`config.mk`:
```
export PLATFORM = sky130hd
export DESIGN_NAME = ram_master_flat
export DESIGN_NICKNAME = d
export VERILOG_FILES = /design/src/rtl/ram_master_pkg.sv /design/src/rtl/ram_master_if.sv /design/src/rtl/mem_lane_align.sv /design/src/rtl/ram_master.sv /design/src/flat_wrapper.sv
export SDC_FILE = /design/constraint.sdc
export NUM_CORES = 1
export LEC_CHECK = 0
export CAP_MARGIN = 20
export CORE_MARGIN = 3
export CORE_UTILIZATION = 45
export CTS_CLUSTER_DIAMETER = 150
export DETAILED_ROUTE_END_ITERATION = 12
export PLACE_DENSITY = 0.81
export SETUP_SLACK_MARGIN = 0.1
export SYNTH_ARGS = -nofsm -noshare
export SYNTH_HDL_FRONTEND = slang
export SYNTH_HIERARCHICAL = 1
export SYNTH_SLANG_ARGS = --single-unit
```
`constraint.sdc`:
```
create_clock -name clock -period 3.3 [get_ports clock]
set_clock_uncertainty 0.05 [all_clocks]
set_input_delay 0.66 -clock clock [delete_from_list [all_inputs] [get_ports clock]]
set_output_delay 0.66 -clock clock [all_outputs]
set_load 0.005 [all_outputs]
```
`src/rtl/ram_master_pkg.sv`:
```
// Shared definitions for the data-RAM initiator.
//   - op_e: 3-bit load/store operator codes shared with the MEM stage.
//   - RAM strobe levels (enabled/disabled) for chip, read and write enables.
//   - state_e: initiator FSM state encodings.
//   - is_store(): true for SB/SH/SW.
package ram_master_pkg;

  typedef enum logic [2:0] {
    OpLb  = 3'd0,
    OpLbu = 3'd1,
    OpLh  = 3'd2,
    OpLhu = 3'd3,
    OpLw  = 3'd4,
    OpSb  = 3'd5,
    OpSh  = 3'd6,
    OpSw  = 3'd7
  } op_e;

  localparam logic CHIP_ENABLE   = 1'b1;
  localparam logic CHIP_DISABLE  = 1'b0;
  localparam logic READ_ENABLE   = 1'b1;
  localparam logic READ_DISABLE  = 1'b0;
  localparam logic WRITE_ENABLE  = 1'b1;
  localparam logic WRITE_DISABLE = 1'b0;

  typedef enum logic [1:0] {
    StIdle   = 2'd0,
    StAccess = 2'd1,
    StResp   = 2'd2
  } state_e;

  function automatic logic is_store(op_e op);
    return (op == OpSb) || (op == OpSh) || (op == OpSw);
  endfunction

endpackage

```
`src/rtl/ram_master_if.sv`:
```
// Single-port data RAM bus.
//   master: drives chip_enable, read_enable, read_address, write_enable,
//           write_address, write_select, write_data; samples read_data.
//   slave:  the RAM; returns combinational read_data, writes on negedge.
// write_select bit3 covers data bits [31:24] (byte offset 0, big-endian).
interface ram_master_if;
  logic        chip_enable;
  logic        read_enable;
  logic [31:0] read_address;
  logic [31:0] read_data;
  logic        write_enable;
  logic [31:0] write_address;
  logic [3:0]  write_select;
  logic [31:0] write_data;

  modport master (
    output chip_enable, read_enable, read_address,
    output write_enable, write_address, write_select, write_data,
    input  read_data
  );

  modport slave (
    input  chip_enable, read_enable, read_address,
    input  write_enable, write_address, write_select, write_data,
    output read_data
  );
endinterface

```
`src/rtl/mem_lane_align.sv`:
```
// Big-endian byte-lane steering for loads and stores (purely combinational).
//   operator     : load/store operator
//   offset       : byte offset within the word (address[1:0])
//   store_data   : right-justified store data
//   read_data    : word read from the RAM
//   write_select : byte lanes to write (0 for loads)
//   write_data   : store data replicated onto every lane (0 for loads)
//   load_data    : selected, sign/zero-extended load data (0 for stores)
//   misaligned   : halfword not on even address or word not on word boundary
module mem_lane_align
  import ram_master_pkg::*;
(
  input  op_e         operator,
  input  logic [1:0]  offset,
  input  logic [31:0] store_data,
  input  logic [31:0] read_data,
  output logic [3:0]  write_select,
  output logic [31:0] write_data,
  output logic [31:0] load_data,
  output logic        misaligned
);

  logic [7:0]  byte_val;
  logic [15:0] half_val;

  // Offset 0 is the most significant byte, so shift right by 8*(3-offset).
  assign byte_val = 8'(read_data >> {~offset, 3'b000});
  assign half_val = offset[1] ? read_data[15:0] : read_data[31:16];

  always_comb begin
    write_select = 4'b0000;
    write_data   = 32'h0;
    load_data    = 32'h0;
    misaligned   = 1'b0;
    case (operator)
      OpLb:  load_data = {{24{byte_val[7]}}, byte_val};
      OpLbu: load_data = {24'h0, byte_val};
      OpLh: begin
        misaligned = offset[0];
        load_data  = {{16{half_val[15]}}, half_val};
      end
      OpLhu: begin
        misaligned = offset[0];
        load_data  = {16'h0, half_val};
      end
      OpSb: begin
        write_select = 4'b1000 >> offset;
        write_data   = {4{store_data[7:0]}};
      end
      OpSh: begin
        misaligned   = offset[0];
        write_select = offset[1] ? 4'b0011 : 4'b1100;
        write_data   = {2{store_data[15:0]}};
      end
      OpSw: begin
        misaligned   = |offset;
        write_select = 4'b1111;
        write_data   = store_data;
      end
      default: begin
        // OpLw and any unexpected code behave as a word load.
        misaligned = |offset;
        load_data  = read_data;
      end
    endcase
  end

endmodule

```
`src/rtl/ram_master.sv`:
```
// Initiator for the single-port data RAM.
// Takes one load/store at a time from the MEM stage (req_* valid/ready),
// holds the RAM strobes for ACCESS_CYCLES cycles, then presents an aligned,
// extended result on resp_* until resp_ready.
//   clock, reset    : clock; asynchronous active-low reset
//   req_*           : request handshake, operator, byte address, store data
//   resp_*          : response handshake, load data, misalignment error
//   ram             : RAM bus (master side)
module ram_master
  import ram_master_pkg::*;
#(
  parameter int unsigned ACCESS_CYCLES = 1,
  parameter int unsigned COUNT_WIDTH   = 4
) (
  input  logic        clock,
  input  logic        reset,
  input  logic        req_valid,
  output logic        req_ready,
  input  logic [2:0]  req_operator,
  input  logic [31:0] req_address,
  input  logic [31:0] req_store_data,
  output logic        resp_valid,
  input  logic        resp_ready,
  output logic [31:0] resp_data,
  output logic        resp_error,
  ram_master_if.master ram
);

  localparam logic [COUNT_WIDTH-1:0] LastCount = COUNT_WIDTH'(ACCESS_CYCLES - 1);

  state_e                 state_q, state_d;
  logic [COUNT_WIDTH-1:0] count_q, count_d;
  op_e                    op_q, op_d;
  logic [31:0]            addr_q, addr_d;
  logic [31:0]            sdata_q, sdata_d;
  logic [31:0]            rdata_q, rdata_d;
  logic                   err_q, err_d;

  op_e         al_op;
  logic [1:0]  al_offset;
  logic [3:0]  al_select;
  logic [31:0] al_wdata;
  logic [31:0] al_load;
  logic        al_misaligned;

  // In IDLE the aligner judges the incoming request; afterwards the latched one.
  assign al_op     = (state_q == StIdle) ? op_e'(req_operator) : op_q;
  assign al_offset = (state_q == StIdle) ? req_address[1:0] : addr_q[1:0];

  mem_lane_align u_align (
    .operator     (al_op),
    .offset       (al_offset),
    .store_data   (sdata_q),
    .read_data    (ram.read_data),
    .write_select (al_select),
    .write_data   (al_wdata),
    .load_data    (al_load),
    .misaligned   (al_misaligned)
  );

  assign ram.read_address  = {addr_q[31:2], 2'b00};
  assign ram.write_address = {addr_q[31:2], 2'b00};
  assign resp_data         = rdata_q;
  assign resp_error        = err_q;

  always_comb begin
    state_d          = state_q;
    count_d          = count_q;
    op_d             = op_q;
    addr_d           = addr_q;
    sdata_d          = sdata_q;
    rdata_d          = rdata_q;
    err_d            = err_q;
    req_ready        = 1'b0;
    resp_valid       = 1'b0;
    ram.chip_enable  = CHIP_DISABLE;
    ram.read_enable  = READ_DISABLE;
    ram.write_enable = WRITE_DISABLE;
    ram.write_select = 4'b0000;
    ram.write_data   = 32'h0;

    case (state_q)
      StIdle: begin
        req_ready = 1'b1;
        if (req_valid) begin
          op_d    = op_e'(req_operator);
          addr_d  = req_address;
          sdata_d = req_store_data;
          count_d = '0;
          rdata_d = 32'h0;
          err_d   = al_misaligned;
          state_d = al_misaligned ? StResp : StAccess;
        end
      end
      StAccess: begin
        ram.chip_enable = CHIP_ENABLE;
        if (is_store(op_q)) begin
          // The RAM writes on every negedge while enabled; repeats are idempotent.
          ram.write_enable = WRITE_ENABLE;
          ram.write_select = al_select;
          ram.write_data   = al_wdata;
        end else begin
          ram.read_enable = READ_ENABLE;
        end
        count_d = count_q + COUNT_WIDTH'(1);
        if (count_q == LastCount) begin
          if (!is_store(op_q)) rdata_d = al_load;
          state_d = StResp;
        end
      end
      StResp: begin
        resp_valid = 1'b1;
        if (resp_ready) state_d = StIdle;
      end
      default: state_d = StIdle;
    endcase
  end

  always_ff @(posedge clock or negedge reset) begin
    if (!reset) begin
      state_q <= StIdle;
      count_q <= '0;
      op_q    <= OpLb;
      addr_q  <= 32'h0;
      sdata_q <= 32'h0;
      rdata_q <= 32'h0;
      err_q   <= 1'b0;
    end else begin
      state_q <= state_d;
      count_q <= count_d;
      op_q    <= op_d;
      addr_q  <= addr_d;
      sdata_q <= sdata_d;
      rdata_q <= rdata_d;
      err_q   <= err_d;
    end
  end

endmodule

```
`src/flat_wrapper.sv`:
```
// flat-port wrapper written by rule: the top's interface ports become plain ports
module ram_master_flat import ram_master_pkg::*;
#(
  parameter int unsigned ACCESS_CYCLES = 1,
  parameter int unsigned COUNT_WIDTH   = 4
)
  (clock, reset, req_valid, req_ready, req_operator, req_address, req_store_data, resp_valid, resp_ready, resp_data, resp_error, ram_chip_enable, ram_read_enable, ram_read_address, ram_write_enable, ram_write_address, ram_write_select, ram_write_data, ram_read_data);
  ram_master_if ram_i ();
  input  logic clock;
  input  logic reset;
  input  logic req_valid;
  output logic req_ready;
  input  logic [2:0] req_operator;
  input  logic [31:0] req_address;
  input  logic [31:0] req_store_data;
  output logic resp_valid;
  input  logic resp_ready;
  output logic [31:0] resp_data;
  output logic resp_error;
  output wire logic [$bits(ram_i.chip_enable)-1:0] ram_chip_enable;
  output wire logic [$bits(ram_i.read_enable)-1:0] ram_read_enable;
  output wire logic [$bits(ram_i.read_address)-1:0] ram_read_address;
  output wire logic [$bits(ram_i.write_enable)-1:0] ram_write_enable;
  output wire logic [$bits(ram_i.write_address)-1:0] ram_write_address;
  output wire logic [$bits(ram_i.write_select)-1:0] ram_write_select;
  output wire logic [$bits(ram_i.write_data)-1:0] ram_write_data;
  input wire logic [$bits(ram_i.read_data)-1:0] ram_read_data;
  assign ram_chip_enable = ram_i.chip_enable;
  assign ram_read_enable = ram_i.read_enable;
  assign ram_read_address = ram_i.read_address;
  assign ram_write_enable = ram_i.write_enable;
  assign ram_write_address = ram_i.write_address;
  assign ram_write_select = ram_i.write_select;
  assign ram_write_data = ram_i.write_data;
  assign ram_i.read_data = ram_read_data;
  ram_master #(.ACCESS_CYCLES(ACCESS_CYCLES), .COUNT_WIDTH(COUNT_WIDTH)) u_core (.clock(clock), .reset(reset), .req_valid(req_valid), .req_ready(req_ready), .req_operator(req_operator), .req_address(req_address), .req_store_data(req_store_data), .resp_valid(resp_valid), .resp_ready(resp_ready), .resp_data(resp_data), .resp_error(resp_error), .ram(ram_i));
endmodule
```
==> flow_metrics.py, run 1 <==
metrics = {
    "outcome": {
        "status": "complete, no violations",
    },
    "floorplanning": {
        "dieHeight_microns": 126,
        "rows": 43,
        "coreArea_sq_mm": 0.0140,
        "die_area_sq_mm": 0.0159,
        "start_util": 0.465,
        "io_pins": 241,
        "die_w_microns": 126,
    },
    "logic_synthesis": {
        "netlist_instances": 595,
        "synthArstFlopShare": 1.00,
        "ys_seq_area_frac": 0.408,
        "synth_flop_cell": "dfrtp_1",
        "syn_area_sq_mm": 0.00650,
        "synth_edf_count": 0,
        "synth.distinct_cells": 47,
        "synth.avg_cell_area_sq_um": 10.9,
        "yosysWarnings": 6,
        "synth-seq-cells": 106,
    },
    "placement": {
        "dp_slack_ps": -136,
        "portBuffers": 236,
        "detailed_place_hpwl_mm": 13.3,
        "dp_cells": 924,
        "place_congestion": 0.870,
        "dpl_cell_area_sq_mm": 0.00853,
    },
    "timing": {
        "fmax_ghz": 0.313,
        "rsz0062_at_grt": "yes",
        "period_needed_ps": 3190,
        "drv_slew": 0,
        "hold_viol": 0,
        "slew_headroom": 0.470,
        "setup_tns_ps": 0,
        "tightest_slew_ps": 795,
        "setup_ws_ps": 107,
        "min_period_over_period": 0.968,
        "finalSetupViolCount": 0,
    },
    "worst_setup_path": {
        "critPathArrivalTime_ps": 2480,
        "path_class": "in2out",
        "start_kind": "input pin",
        "crit_chain": "clkdlybuf4s50_1, mux2_4, or2_4, and3_1, and2_1, clkdlybuf4s50_1",
        "slowest_stage": "clkdlybuf4s50_1",
        "r2r_cells": 9,
        "cp_max_fo": 9,
        "worst_path_largest_cell_delay_ps": 440,
        "endpoint_kind": "output pin",
        "cp.required_ps": 2590,
        "crit_top_cell": "clkdlybuf4s50_1",
    },
    "clock_tree": {
        "cts_buffers": 9,
        "cts_tree": "done",
        "cts_root_buf": "clkbuf_16",
        "cts_hold_buf": 0,
        "clk_latency_ps": 350,
        "clk_pin_slew_ps": 70,
        "htree_levels": 3,
        "cts_sinks": 106,
        "clk_path_buf_depth": 2,
    },
    "route": {
        "vias": 5344,
        "avgViaCountPerCell": 5.60,
        "ant_nets": 0,
        "first_iter_violations": 551,
        "drt_first_pass_iters": 5,
        "drcViolationCount": 0,
        "drt_wl_total_mm": 18.7,
        "wl_per_cell_microns": 19.6,
    },
    "global_route": {
        "antenna_found_initial": 0,
        "grt_use_total": 0.226,
        "grt_max_degree": 62,
        "grt_overflow": 0,
        "grt_pass1_wl_mm": 29.1,
        "grt_pass1_vias": 5474,
    },
    "layout": {
        "seq_area_sq_mm": 0.00265,
        "multi_input_area_sq_mm": 0.00310,
        "mostFrequentLayoutCell": "clkdlybuf4s50_1",
        "final_cell_area_sq_mm": 0.00910,
        "n_antenna_cell": 0,
        "drive_above_1_share": 0.230,
        "filler_cell_count": 1089,
        "syn_to_final_growth_pct": 39.9,
        "layout_common_cells": "205 x clkdlybuf4s50_1, 106 x dfrtp_1, 93 x mux2_2",
        "instances_no_fill": 954,
        "fin_nets": 875,
    },
    "hold_path": {
        "hold_path_class": "in2async",
    },
    "power_and_ir_drop": {
        "vdd_drop_max_mv": 0.540,
        "leakagePower_nw": 3.99,
        "total_power_mw": 7.94,
        "power_density_mw_per_mm2": 873,
    },
    "job": {
        "maxCapViolCount": 0,
    },
}
-- flip-flops by register name, indices dropped and copies added (netlist names) --
signal and cells:
u_core/op_q 3, u_core/sdata_q 32, u_core/resp_data 32, u_core/state_q 2
u_core/count_q 4, u_core/resp_error 1, u_core/addr_q 32
-- stage by stage --
step,hold WS (ps),utilization
floorplan,314,-
global placement,433,0.610
detailed placement,437,0.610
CTS,354,0.642
global route,377,0.650
finish,331,0.650
-- where the power goes --
group	total (mW)	switching, mW	internal, mW
Combinational	4.64	2.01	2.63
Sequential	2.21	0.426	1.78
Clock	1.10	0.506	0.595
Total	7.94	2.94	5.00
-- synth_stat cells (2+ instances only) --
cell type    n  area, sq um
buf_2       13         65.1
o21ai_0     16         80.1
and3_1       8         50.1
o21ai_1      7         35.0
nand3_1      2         10.0
and2_1      38          238
inv_1        4         15.0
nor3b_1      2         15.0
o22ai_1      2         12.5
nand2b_1     5         31.3
xor2_1       2         17.5
or2_0        2         12.5
mux2i_1     14          140
mux2_4       2         30.0
mux2_2      97         1090
a211oi_1    20          150
a21o_1       2         15.0
nor2b_1      8         50.1
buf_6       11          124
nand3b_1     2         15.0
clkbuf_2     2         10.0
nand2_1     13         48.8
a22o_1      33          289
clkbuf_1    10         37.5
buf_4       78          586
buf_1        3         11.3
dfrtp_1    106         2650
a22oi_1     38          285
nor2_1      23         86.3
a21oi_1     14         70.1
ha_1         2         25.0
-- path summary, 6_finish.rpt --
| path | from | end | slack [ps] |
|---|---|---|---|
| setup reg to reg | u_core/state_q[0]$_DFFE_PN0P_ | u_core/resp_data[31]$_DFFE_PN0P_ | 440 |
| hold reg to reg | u_core/resp_data[30]$_DFFE_PN0P_ | u_core/resp_data[30]$_DFFE_PN0P_ | 450 |
| setup / recovery | req_operator[0] | ram_write_data[1] | 110 |
| hold / removal | reset | u_core/addr_q[24]$_DFFE_PN0P_ | 330 |
| max in group asynchronous | reset | u_core/resp_data[29]$_DFFE_PN0P_ | 2120 |
| min in group clock | u_core/resp_data[30]$_DFFE_PN0P_ | u_core/resp_data[30]$_DFFE_PN0P_ | 450 |
-- cell families (layout without fill, tap and decap cells) --
| kind of cell | after synthesis | in the layout | share of synthesized area |
|---|---|---|---|
| adders and majority gates | 2 | 2 | 0.00385 |
| muxes | 114 | 115 | 0.198 |
| AOI/OAI and AO/OA | 140 | 140 | 0.158 |
| and+or+nand+nor | 108 | 108 | 0.0981 |
| buffers and inverters | 122 | 297 | 0.131 |
| DFF | 106 | 106 | 0.408 |
| other | 1 | 4 | 0.000577 |
| xor gates and xnor gates | 2 | 2 | 0.00269 |
-- what timing repair did --
item,CTS,global route
pin swaps,3,2
endpoints found under the setup margin,36,18
setup buffers,5,5
cloned,4,0
resized for setup,42,21
-- area by class of cell --
type                            count  share of cell area
Multi-Input combinational cell    371               0.341
Inverter                            5             0.00206
Sequential cell                   106               0.292
Timing Repair Buffer              277               0.308
Tap cell                          180              0.0248
Clock inverter                      6             0.00811
Clock buffer                        9              0.0248
-- routing by layer --
| layer | track usage | wire length, microns | vias up |
|---|---|---|---|
| li1 | - | - | 2423 |
| met1 | 0.290 | 7630 | 2643 |
| met2 | 0.375 | 9320 | 232 |
| met3 | 0.0437 | 1100 | 46 |
| met4 | 0.0972 | 608 | 0 |
| met5 | 0 | 0 | - |
-- critical path: cells and delay by family --
kind	cells	cell delay [ps]
buffers and inverters	2	860
muxes	1	310
and+or+nand+nor	3	650
Note: power is estimated with default switching activity, not from simulation.
==> run 2: changes to the inputs <==
SKIP_LAST_GASP = 1   (was default)
==> flow_metrics.py, run 2 (synthesized netlist as in run 1, its figures left out) <==
metrics = {
    "route": {
        "wl_met3_mm": 1.17,
        "wl_met2_mm": 9.25,
        "drt_wl_total_mm": 18.5,
        "drt_first_pass_iters": 5,
        "avgViaCountPerCell": 5.58,
        "wl_met1_mm": 7.49,
        "ant_nets": 0,
        "wl_per_cell_microns": 19.4,
        "vias": 5323,
        "drcViolationCount": 0,
        "highest_layer": "met4",
        "first_iter_violations": 497,
    },
    "timing": {
        "fmax_ghz": 0.306,
        "slew_headroom": 0.479,
        "tightest_slew_ps": 782,
        "rsz0062_at_grt": "yes",
        "hold_ws_ps": 328,
        "finalSetupViolCount": 0,
        "hold_viol": 0,
        "period_needed_ps": 3270,
        "drv_slew": 0,
        "setup_tns_ps": 0,
        "setup_ws_ps": 28.6,
        "min_period_over_period": 0.991,
    },
    "worst_setup_path": {
        "cp.required_ps": 2590,
        "critPathArrivalTime_ps": 2560,
        "start_kind": "input pin",
        "path_class": "in2out",
        "cp_max_fo": 24,
        "endpoint_kind": "output pin",
    },
    "floorplanning": {
        "coreArea_sq_mm": 0.0140,
        "dieHeight_microns": 126,
        "die_w_microns": 126,
        "die_area_sq_mm": 0.0159,
        "rows": 43,
        "start_util": 0.465,
        "io_pins": 241,
    },
    "clock_tree": {
        "cts_root_buf": "clkbuf_16",
        "cts_sinks": 106,
        "clk_pin_slew_ps": 70,
        "clk_path_buf_depth": 2,
        "clk_latency_ps": 350,
        "cts_buffers": 9,
        "cts_tree": "done",
        "htree_levels": 3,
        "cts_hold_buf": 0,
    },
    "power_and_ir_drop": {
        "leakagePower_nw": 4.01,
        "total_power_mw": 7.89,
        "vdd_drop_max_mv": 0.539,
        "power_density_mw_per_mm2": 869,
    },
    "layout": {
        "syn_to_final_growth_pct": 39.6,
        "fin_util": 0.649,
        "drive_above_1_share": 0.227,
        "layout_common_cells": "208 x clkdlybuf4s50_1, 106 x dfrtp_1, 93 x mux2_2",
        "n_antenna_cell": 0,
        "seq_area_sq_mm": 0.00265,
        "fin_nets": 875,
        "final_cell_area_sq_mm": 0.00908,
        "multi_input_area_sq_mm": 0.00309,
        "filler_cell_count": 1087,
        "mostFrequentLayoutCell": "clkdlybuf4s50_1",
        "instances_no_fill": 954,
    },
    "placement": {
        "detailed_place_hpwl_mm": 13.3,
        "dp_cells": 924,
        "dp_slack_ps": -136,
        "place_congestion": 0.870,
        "portBuffers": 236,
        "dpl_cell_area_sq_mm": 0.00853,
    },
    "hold_path": {
        "hold_path_class": "in2async",
    },
    "global_route": {
        "grt_use_total": 0.226,
        "grt_pass1_vias": 5469,
        "grt_max_degree": 62,
        "grt_pass1_wl_mm": 29.1,
        "antenna_found_initial": 0,
        "grt_overflow": 0,
    },
    "job": {
        "maxCapViolCount": 0,
    },
    "outcome": {
        "status": "complete, no violations",
    },
}
[run 2: changes by cell type in the layout (fill, tap and decap cells not counted), sizes merged]
cell	change
clkdlybuf4s50	+3
dlygate4sd2	-6
dlymetal6s2s	+3
[run 2: report_power, final]
| group | internal [mW] | total (mW) | switching (mW) |
|---|---|---|---|
| Clock | 0.595 | 1.10 | 0.505 |
| Combinational | 2.60 | 4.59 | 1.99 |
| Sequential | 1.78 | 2.20 | 0.422 |
[run 2: path summary, 6_finish.rpt]
kind / start / endpoint / slack (ps) / cells after the start
worst max register to register: u_core/state_q[0]$_DFFE_PN0P_ / u_core/resp_data[31]$_DFFE_PN0P_ / 380 / 10
max in group asynchronous: reset / u_core/resp_data[29]$_DFFE_PN0P_ / 2130 / 2
min in group clock: u_core/resp_data[30]$_DFFE_PN0P_ / u_core/resp_data[30]$_DFFE_PN0P_ / 450 / 1
worst min-delay path: reset / u_core/addr_q[24]$_DFFE_PN0P_ / 330 / 1
worst min register to register: u_core/resp_data[30]$_DFFE_PN0P_ / u_core/resp_data[30]$_DFFE_PN0P_ / 450 / 1
worst max-delay path: req_operator[0] / ram_write_data[27] / 30 / 7
[run 2: layer usage]
metal	up-vias	GRT usage
met5	-	0
met4	0	0.0978
met3	44	0.0437
met2	225	0.374
met1	2625	0.290
li1	2429	-
[run 2: timing repair]
item	CTS	global route
buffers inserted	5	5
gates cloned	4	0
resized for setup	31	18
pin swaps	3	5
endpoints found under the hold margin	0	0
endpoints found under the setup margin	36	26
[run 2: layout make-up]
type / count / share of cell area
Timing Repair Buffer: 277 / 0.308
Clock buffer: 9 / 0.0248
Clock inverter: 6 / 0.00813
Sequential cell: 106 / 0.292
Inverter: 5 / 0.00207
Tap cell: 180 / 0.0248
Multi-Input combinational cell: 371 / 0.340
[run 2: worst max-delay path: stages]
cell,delay [ps]
clkdlybuf4s50_1,480
mux2_4,210
buf_4,290
a21oi_1,70
a211oi_1,210
and2_1,150
clkdlybuf4s50_1,490
